[src/rtl/scan_chain_pkg.sv]
// Shared types for the scan chain driver: FSM state encoding and small helpers.
package scan_chain_pkg;

  localparam int StateW = 3;

  typedef enum logic [StateW-1:0] {
    IDLE  = 3'd0,
    SETUP = 3'd1,
    PHN   = 3'd2,
    GAP1  = 3'd3,
    PHP   = 3'd4,
    GAP2  = 3'd5,
    FIN   = 3'd6
  } scan_state_e;

  function automatic int max2(input int a, input int b);
    return (a > b) ? a : b;
  endfunction

endpackage

[src/rtl/scan_phase_gen.sv]
// Phase timing for one scan pulse pair: times each pulse/gap state and drives
// the registered SClkN/SClkP pulses from the upcoming FSM state.
module scan_phase_gen
  import scan_chain_pkg::*;
#(
  parameter int ClkDiv    = 2,
  parameter int GapCycles = 1
) (
  input  logic        clk,
  input  logic        rst_n,
  input  scan_state_e state,
  input  scan_state_e state_nxt,
  output logic        phase_last,
  output logic        pair_done,
  output logic        sclkn,
  output logic        sclkp
);

  localparam int CntW = $clog2(max2(ClkDiv, GapCycles) + 1);
  localparam logic [CntW-1:0] PulseLast = CntW'(ClkDiv - 1);
  localparam logic [CntW-1:0] GapLast   = CntW'(GapCycles - 1);

  logic [CntW-1:0] cnt;

  // Single-cycle states (SETUP, IDLE, FIN) always report their last cycle.
  always_comb begin
    case (state)
      PHN, PHP:   phase_last = (cnt == PulseLast);
      GAP1, GAP2: phase_last = (cnt == GapLast);
      default:    phase_last = 1'b1;
    endcase
  end

  assign pair_done = (state == GAP2) && phase_last;

  always_ff @(posedge clk or negedge rst_n) begin
    if (!rst_n) begin
      cnt   <= '0;
      sclkn <= 1'b0;
      sclkp <= 1'b0;
    end else begin
      cnt   <= phase_last ? '0 : cnt + CntW'(1);
      sclkn <= (state_nxt == PHN);
      sclkp <= (state_nxt == PHP);
    end
  end

endmodule

[src/rtl/scan_chain_driver.sv]
// Scan chain master: optional capture pulse then ChainLength serial shifts, MSB first.
// Define SCAN_READBACK_EN to build the SOut sampling path and the RxData register.
module scan_chain_driver
  import scan_chain_pkg::*;
#(
  parameter int ChainLength = 8,
  parameter int ClkDiv      = 2,
  parameter int GapCycles   = 1,
  parameter int TwoPhase    = 1
) (
  input  logic                   Clk,
  input  logic                   ResetN,
  input  logic                   Start,
  input  logic                   Capture,
  input  logic [ChainLength-1:0] TxData,
  output logic                   Busy,
  output logic                   Done,
  output logic [ChainLength-1:0] RxData,
  output logic                   SClkP,
  output logic                   SClkN,
  output logic                   SEnable,
  output logic                   SIn,
  input  logic                   SOut
);

  localparam int BitW = $clog2(ChainLength + 1);
  localparam logic [BitW-1:0] BitLast = BitW'(ChainLength);
  localparam bit UseN = (TwoPhase != 0);

  scan_state_e state, state_nxt;
  logic phase_last, pair_done, pair_end;
  logic accept;
  logic cap_q;
  logic [BitW-1:0] bit_cnt;
  logic [ChainLength-1:0] tx_sr;
  logic busy_d, done_d, sen_d, sin_d;

  assign accept   = (state == IDLE) && Start;
  assign pair_end = (state == PHP) && phase_last;

  scan_phase_gen #(
    .ClkDiv    (ClkDiv),
    .GapCycles (GapCycles)
  ) u_phase (
    .clk        (Clk),
    .rst_n      (ResetN),
    .state      (state),
    .state_nxt  (state_nxt),
    .phase_last (phase_last),
    .pair_done  (pair_done),
    .sclkn      (SClkN),
    .sclkp      (SClkP)
  );

  always_ff @(posedge Clk or negedge ResetN) begin
    if (!ResetN) state <= IDLE;
    else         state <= state_nxt;
  end

  always_comb begin
    state_nxt = state;
    case (state)
      IDLE:    if (Start) state_nxt = SETUP;
      SETUP:   state_nxt = UseN ? PHN : PHP;
      PHN:     if (phase_last) state_nxt = GAP1;
      GAP1:    if (phase_last) state_nxt = PHP;
      PHP:     if (phase_last) state_nxt = GAP2;
      GAP2:    if (pair_done) state_nxt = (bit_cnt == BitLast) ? FIN : SETUP;
      FIN:     state_nxt = IDLE;
      default: state_nxt = IDLE;
    endcase
  end

  // Scan data is only ever updated on entry to SETUP, while both scan clocks are low.
  always_comb begin
    busy_d = (state_nxt != IDLE);
    done_d = (state == FIN);
    sen_d  = SEnable;
    sin_d  = SIn;
    if (state_nxt == SETUP) begin
      if (state == IDLE) begin
        sen_d = ~Capture;
        sin_d = ~Capture & TxData[ChainLength-1];
      end else begin
        sen_d = ~cap_q;
        sin_d = ~cap_q & tx_sr[ChainLength-1];
      end
    end else if (state_nxt == FIN || state_nxt == IDLE) begin
      sen_d = 1'b0;
      sin_d = 1'b0;
    end
  end

  always_ff @(posedge Clk or negedge ResetN) begin
    if (!ResetN) begin
      Busy    <= 1'b0;
      Done    <= 1'b0;
      SEnable <= 1'b0;
      SIn     <= 1'b0;
      cap_q   <= 1'b0;
      bit_cnt <= '0;
    end else begin
      Busy    <= busy_d;
      Done    <= done_d;
      SEnable <= sen_d;
      SIn     <= sin_d;
      if (accept) begin
        cap_q   <= Capture;
        bit_cnt <= '0;
      end else if (pair_end) begin
        if (cap_q) cap_q <= 1'b0;
        else       bit_cnt <= bit_cnt + BitW'(1);
      end
    end
  end

  // Next bit to shift always sits in the MSB; advanced after the slave pulse.
  always_ff @(posedge Clk) begin
    if (accept)                 tx_sr <= TxData;
    else if (pair_end && !cap_q) tx_sr <= tx_sr << 1;
  end

`ifdef SCAN_READBACK_EN
  logic [ChainLength-1:0] rx_q;

  always_ff @(posedge Clk or negedge ResetN) begin
    if (!ResetN)                        rx_q <= '0;
    else if (state == SETUP && SEnable) rx_q <= (rx_q << 1) | ChainLength'(SOut);
  end

  assign RxData = rx_q;
`else
  logic unused_sout;
  assign unused_sout = SOut;
  assign RxData      = '0;
`endif

endmodule

[config.mk]
export PLATFORM = sky130hd
export DESIGN_NAME = scan_chain_driver
export DESIGN_NICKNAME = d
export VERILOG_FILES = /design/src/rtl/scan_chain_pkg.sv /design/src/rtl/scan_phase_gen.sv /design/src/rtl/scan_chain_driver.sv
export SDC_FILE = /design/constraint.sdc
export NUM_CORES = 1
export LEC_CHECK = 0
export CAP_MARGIN = 10
export CORE_MARGIN = 4
export CORE_UTILIZATION = 40
export CTS_CLUSTER_SIZE = 8
export DETAILED_ROUTE_END_ITERATION = 16
export PLACE_DENSITY_LB_ADDON = 0.3
export SETUP_SLACK_MARGIN = 0.15
export SYNTH_ARGS = -nofsm -noshare
export SYNTH_HDL_FRONTEND = slang
export SYNTH_SLANG_ARGS = --single-unit
export TNS_END_PERCENT = 30
[constraint.sdc]
create_clock -name Clk -period 2.3 [get_ports Clk]
set_input_delay 0.23 -clock Clk [delete_from_list [all_inputs] [get_ports Clk]]
set_output_delay 0.23 -clock Clk [all_outputs]
set_load 0.05 [all_outputs]
## Yosys cells after proc, flatten, opt, wreduce, memory -nomap -nowiden

Cells that the tools add are included.

| operators by class | value |
|---|---|
| add/sub/neg operators | 2 |
| eq/ne operators | 13 |
| muxes and demuxes | 21 |
| bitwise operators | 4 |
| reduce and logical (&&, ||, !) cells | 16 |

Operator list:

| operator | number |
|---|---|
| $mux W3 | 6 |
| $pmux W3 S6 | 1 |
| $mux W8 | 2 |
| $eq A3 B3 Y1 const B | 5 |
| $mux W4 | 3 |
| $eq A3 B2 Y1 const B | 3 |
| $mux W1 | 7 |
| $eq A3 B1 Y1 const B | 2 |
| $logic_not A3 Y1 | 2 |
| $reduce_bool A2 Y1 | 3 |
| $add A4 B1 Y4 const B | 1 |
| $eq A4 B4 Y1 const B | 1 |
| $logic_and A1 B1 Y1 | 4 |
| $reduce_or A2 Y1 | 2 |
| $reduce_bool A3 Y1 | 1 |
| $add A2 B1 Y2 const B | 1 |
| $and A1 B1 Y1 | 2 |
| $eq A2 B1 Y1 const B | 1 |
| $logic_not A2 Y1 | 1 |
| $mux W2 | 1 |
| $ne A2 B2 Y1 const B | 1 |
| $not A1 Y1 | 2 |
| $pmux W1 S2 | 1 |
| $reduce_and A2 Y1 | 1 |
| other kinds (2) | 2 |

| word-level totals | value |
|---|---|
| register bits | 24 |
| output and inout port bits | 14 |
| logic and storage cells | 67 |

## Longest topological paths before layout

| depth | value |
|---|---|
| depth in word-level cells | 10 |
| gate-level depth with buffers | 5 |

## By module

A second synthesis with hierarchy kept.

| second synthesis, totals | value |
|---|---|
| cell total of the unflattened synthesis | 127 |
| area total of the unflattened synthesis | 1320.0 µm² |

By module, submodules not included:

| module | times used | cells an instance | area each (µm²) | sequential area each (µm²) |
|---|---|---|---|---|
| scan_chain_driver | 1 | 111 | 1113.6 | 540.5 |
| scan_phase_gen | 1 | 16 | 206.4 | 100.1 |

## Least setup slack after synthesis

No wires, ideal clock.

| timing | value |
|---|---|
| kind | register -> register |
| start point | reg u_phase.cnt[1] |
| end point | reg tx_sr[0] (enable) |
| library setup time | 0.384 ns |
| data arrival time | 1.434 ns |
| data required time | 1.916 ns |
| setup slack | 0.481 ns |
| stages on the path, launching flop included | 5 |
| path buffers | 0 |
| cell sequence | dfrtp_1 > inv_1 > ha_1 > nand4bb_4 > o21ai_0 |

| on the way | value |
|---|---|
| word-level cells in the longest chain between the ends | 5 |
| elaborated cells between the ends (all ways) | 6 |

RTL lines:

| element | RTL line | RTL |
|---|---|---|
| from (decl) | scan_phase_gen.sv:23 | `logic [CntW-1:0] cnt;` |
| from (signal assigned) | scan_phase_gen.sv:42 | `cnt <= phase_last ? '0 : cnt + CntW'(1);` |
| $eq A2 B1 Y1 / $logic_not A2 Y1 (equally long branches) | scan_phase_gen.sv:28, scan_phase_gen.sv:29 |  |
| $pmux W1 S2 * | scan_phase_gen.sv:27 | `case (state)` |
| $logic_and A1 B1 Y1 * | scan_chain_driver.sv:39 | `assign pair_end = (state == PHP) && phase_last;` |
| $logic_and A1 B1 Y1 * | scan_chain_driver.sv:120 | `else if (pair_end && !cap_q) tx_sr <= tx_sr << 1;` |
| $reduce_bool A2 Y1 (no source line) * | -- |  |
| to (signal assigned) | scan_chain_driver.sv:119 | `if (accept) tx_sr <= TxData;` |
| to (signal assigned) | scan_chain_driver.sv:120 |  |
| to (decl) | scan_chain_driver.sv:35 | `logic [ChainLength-1:0] tx_sr;` |

Every way passes the cells marked *; elsewhere a longest branch is shown, timed or not.
A chain may end at the register's enable or synchronous reset.

## Final worst setup path

| timing | value |
|---|---|
| start point | reg SEnable |
| end point | out SEnable |

RTL lines:

| element | RTL line | RTL |
|---|---|---|
| from (decl) | scan_chain_driver.sv:21 | `output logic SEnable,` |
| from (signal assigned) | scan_chain_driver.sv:105 | `SEnable <= sen_d;` |

No word-level cell between the ends.

==> tab_implementation.tex <==
\begin{tabular}{lr}
\hline
Metric & Value \\
\hline
\multicolumn{2}{l}{\textbf{Finish}} \\
Diodes inserted & 0 \\
Final net count & 154 \\
Syn-to-layout area delta & 20.0\% \\
Filler cells & 292 \\
Top library cells by usage in the layout, fill and taps aside & sky130\_fd\_sc\_hd\_\_clkdlybuf4s50\_1, sky130\_fd\_sc\_hd\_\_dfrtp\_1, sky130\_fd\_sc\_hd\_\_inv\_1, sky130\_fd\_sc\_hd\_\_conb\_1, sky130\_fd\_sc\_hd\_\_edfxtp\_1 \\
Fraction of final layout cells with drive strength greater than 1 & 14.7\% \\
Commonest non-fill, non-tap cell in the layout & sky130\_fd\_sc\_hd\_\_clkdlybuf4s50\_1 \\
\multicolumn{2}{l}{\textbf{Die}} \\
Floorplan row count & 20 \\
Starting Density & 42.3\% \\
Core outline area & 3100 µm² \\
Die width & 65.3 µm \\
Die Area & 4270 µm² \\
Ports placed on the boundary & 27 \\
DIE HEIGHT & 65.3 µm \\
\multicolumn{2}{l}{\textbf{Detailed routing}} \\
Average wire length per cell after detail routing & 13.1 µm \\
Drt first-iter violations & 28 \\
First-pass iteration count of the detailed router & 4 \\
DRC errors left & 0 \\
Wire length after detailed routing & 2350 µm \\
Vias per inst & 4.80 \\
Final antenna-violating net count & 0 \\
Number of vias in the routed layout & 864 \\
\multicolumn{2}{l}{\textbf{Power and ir drop}} \\
Comb power frac & 7.1\% \\
Internal & 0.634 mW \\
Share of power burned in registers & 54.8\% \\
Part of the power in the clock network & 38.0\% \\
Peak ir drop on the vdd network & 0.343 mV \\
Cell area power density & 508 nW/µm² \\
Switching share of power & 20.9\% \\
Leakage power total & 0.704 nW \\
Sum of internal, switching and leakage power & 0.801 mW \\
Switching power of the nets & 0.167 mW \\
\multicolumn{2}{l}{\textbf{STA}} \\
Final number of setup-violating endpoints & 0 \\
Portion of the clock cycle consumed by the worst path in the final layout & 75.5\% \\
Clock period minus final worst setup slack & 1.74 ns \\
Count of final hold-check violations & 0 \\
Max Clock Skew & 0.00446 ns \\
Achievable frequency & 576 MHz \\
Max-slew violation count & 0 \\
TNS Setup & 0 ns \\
Unrepaired setup endpoints after global routing & false \\
Least-Margin Pin Slew & 0.714 ns \\
Relative slew slack & 52.2\% \\
\multicolumn{2}{l}{\textbf{CTS}} \\
Maximum buffer depth of the clock tree & 2 \\
CTS Root Buffer Type & sky130\_fd\_sc\_hd\_\_clkbuf\_4 \\
Source-to-sink clock delay at the later pin of the worst-skew pair & 0.32 ns \\
Cells resized by post-CTS repair & 0 \\
Clock buffers created by TritonCTS & 3 \\
Post CTS Setup Buffer Count & 0 \\
TritonCTS clock tree & yes \\
H-tree levels & 1 \\
\# clock sinks & 24 \\
Register clock-pin slew on the reported worst setup and hold paths & 0.13 ns \\
Hold-fix buffers at CTS & 0 \\
\multicolumn{2}{l}{\textbf{Setup path}} \\
CP max stage delay & 0.81 ns \\
Required time at the worst-slack endpoint & 2.07 ns \\
Arrival time of data at the critical path endpoint & 1.51 ns \\
Crit path capture type & output pin \\
Setup CP Type & register to output pin \\
Cell breakdown of the critical path & clkdlybuf4s50\_1 \\
Cell class contributing the biggest share of worst-path delay & buffers and inverters \\
Kind of start point of the critical path & register \\
Crit path buf inv count & 1 \\
Crit-path max FO & 2 \\
Cell at the slowest stage of the critical path & sky130\_fd\_sc\_hd\_\_clkdlybuf4s50\_1 \\
\multicolumn{2}{l}{\textbf{Outcome}} \\
Run status & finished, final reports clean \\
\multicolumn{2}{l}{\textbf{GRT}} \\
Largest net degree at the start of global routing & 17 \\
Remaining global-route overflow & 0 \\
Global-route wire length before repair & 4050 µm \\
Total GRT Usage & 12.3\% \\
Via count of the first global-routing pass & 838 \\
Initial antenna violation count & 0 \\
\multicolumn{2}{l}{\textbf{Synthesis}} \\
Yosys cell types & 38 \\
Proportion of synthesized chip area in sequential cells & 48.8\% \\
Number of enable flip-flop cells after synthesis & 8 \\
Count of state elements after synthesis & 24 \\
Flip-flop cell with the highest count after synthesis & sky130\_fd\_sc\_hd\_\_dfrtp\_1 \\
Share of synthesized registers carrying an async set or reset & 66.7\% \\
Total standard cell area after synthesis & 1310 µm² \\
Number of instances in the synthesized netlist & 115 \\
Count of yosys warnings during synthesis & 0 \\
Syn\_area\_per\_cell & 11.4 µm² \\
\multicolumn{2}{l}{\textbf{Placement}} \\
Placer's final routability congestion estimate & 0.793 \\
Count of input and output buffers & 17 \\
Half-perimeter wire length of the detailed placement result & 1690 µm \\
\multicolumn{2}{l}{\textbf{Run}} \\
Count of max-cap constraint violations & 0 \\
\multicolumn{2}{l}{\textbf{Min path}} \\
Classification of the worst-slack hold path & input pin to async pin \\
\hline
\end{tabular}
metrics by stage:
| step | hold WS [ns] | std cells | utilization [%] | worst slack [ns] | cell area [µm²] |
|---|---|---|---|---|---|
| floorplan | -0.0656 | 122 | - | 0.481 | 1340 |
| global placement | 0.444 | 176 | 49.1 | 0.371 | 1520 |
| detailed placement | 0.458 | 176 | 49.1 | 0.369 | 1520 |
| CTS | 0.342 | 180 | 50.8 | 0.543 | 1580 |
| global route | 0.358 | 180 | 50.8 | 0.487 | 1580 |
| finish | 0.323 | 180 | 50.8 | 0.563 | 1580 |
sequential cells by signal, summed over array words and instances, names as in the netlist:
register	flops
tx_sr	8
u_phase.sclkp	1
Done	1
SIn	1
SEnable	1
bit_cnt	4
Busy	1
state	3
u_phase.cnt	2
cap_q	1
u_phase.sclkn	1
path summary, 6_finish.rpt:
check	startpoint	cells after the start	end	slack (ns)
setup reg to reg	state[0]	4	tx_sr[0]	0.65
min in group Clk	u_phase.cnt[0]	1	u_phase.cnt[0]	0.47
max in group asynchronous	ResetN	1	Busy	1.53
hold / removal	ResetN	1	bit_cnt[0]	0.32
setup / recovery	SEnable	1	SEnable	0.56
hold reg to reg	u_phase.cnt[0]	1	u_phase.cnt[0]	0.47
kinds of logic (layout without fill, tap and decap cells):
logic type                 count (synthesis)  in the layout  synth area share, %
muxes                                     11             11                 11.0
and+or+nand+nor                           30             30                 15.2
adders and majority gates                  4              4                 3.81
buffers and inverters                     21             35                 8.86
DFF                                       24             24                 48.8
xor gates and xnor gates                   1              1                0.667
AOI/OAI and AO/OA                         23             23                 11.3
other                                      1              8                0.285
synth_stat cells (all sizes together), types with 2 or more instances:
library cell,number,area (µm²)
ha,4,50.1
nand2b,5,31.3
buf,10,75.1
edfxtp,8,240
and3,2,12.5
mux2i,4,40.0
inv,8,30.0
clkbuf,3,11.3
nor2b,2,12.5
a22o,2,17.5
mux2,7,105
nand2,5,18.8
nand3,3,15.0
a21oi,6,30.0
o21ai,7,35.0
nor2,3,11.3
a21o,2,15.0
dfrtp,16,400
o31ai,2,20.0
power groups by stage:
stage          Combinational (mW)  Clock, mW  Sequential, mW
6_report                   0.0572      0.304           0.439
5_1_grt                    0.0604      0.338           0.439
4_1_cts                    0.0575      0.312           0.439
3_5_place_dp               0.0571          0           0.448
3_3_place_gp               0.0569          0           0.448
2_1_floorplan              0.0402          0           0.448
layout make-up:
cell class	instances	area, µm²	share of cell area [%]
Clock inverter	1	30.0	1.90
Inverter	8	30.0	1.90
Multi-Input combinational cell	77	583	37.0
Sequential cell	24	641	40.6
Clock buffer	3	22.5	1.43
Timing Repair Buffer	23	215	13.7
Tap cell	44	55.1	3.49
per-layer routing:
metal	part of all wire, %	wire length (µm)	vias to the layer above	GRT usage (%)
li1	-	-	433	-
met4	0	0	0	1.55
met2	48	1130	20	20.1
met5	0	0	-	0
met3	5.7	134	0	4.62
met1	46	1080	411	16.0
Power figures use the tool's default switching activity.
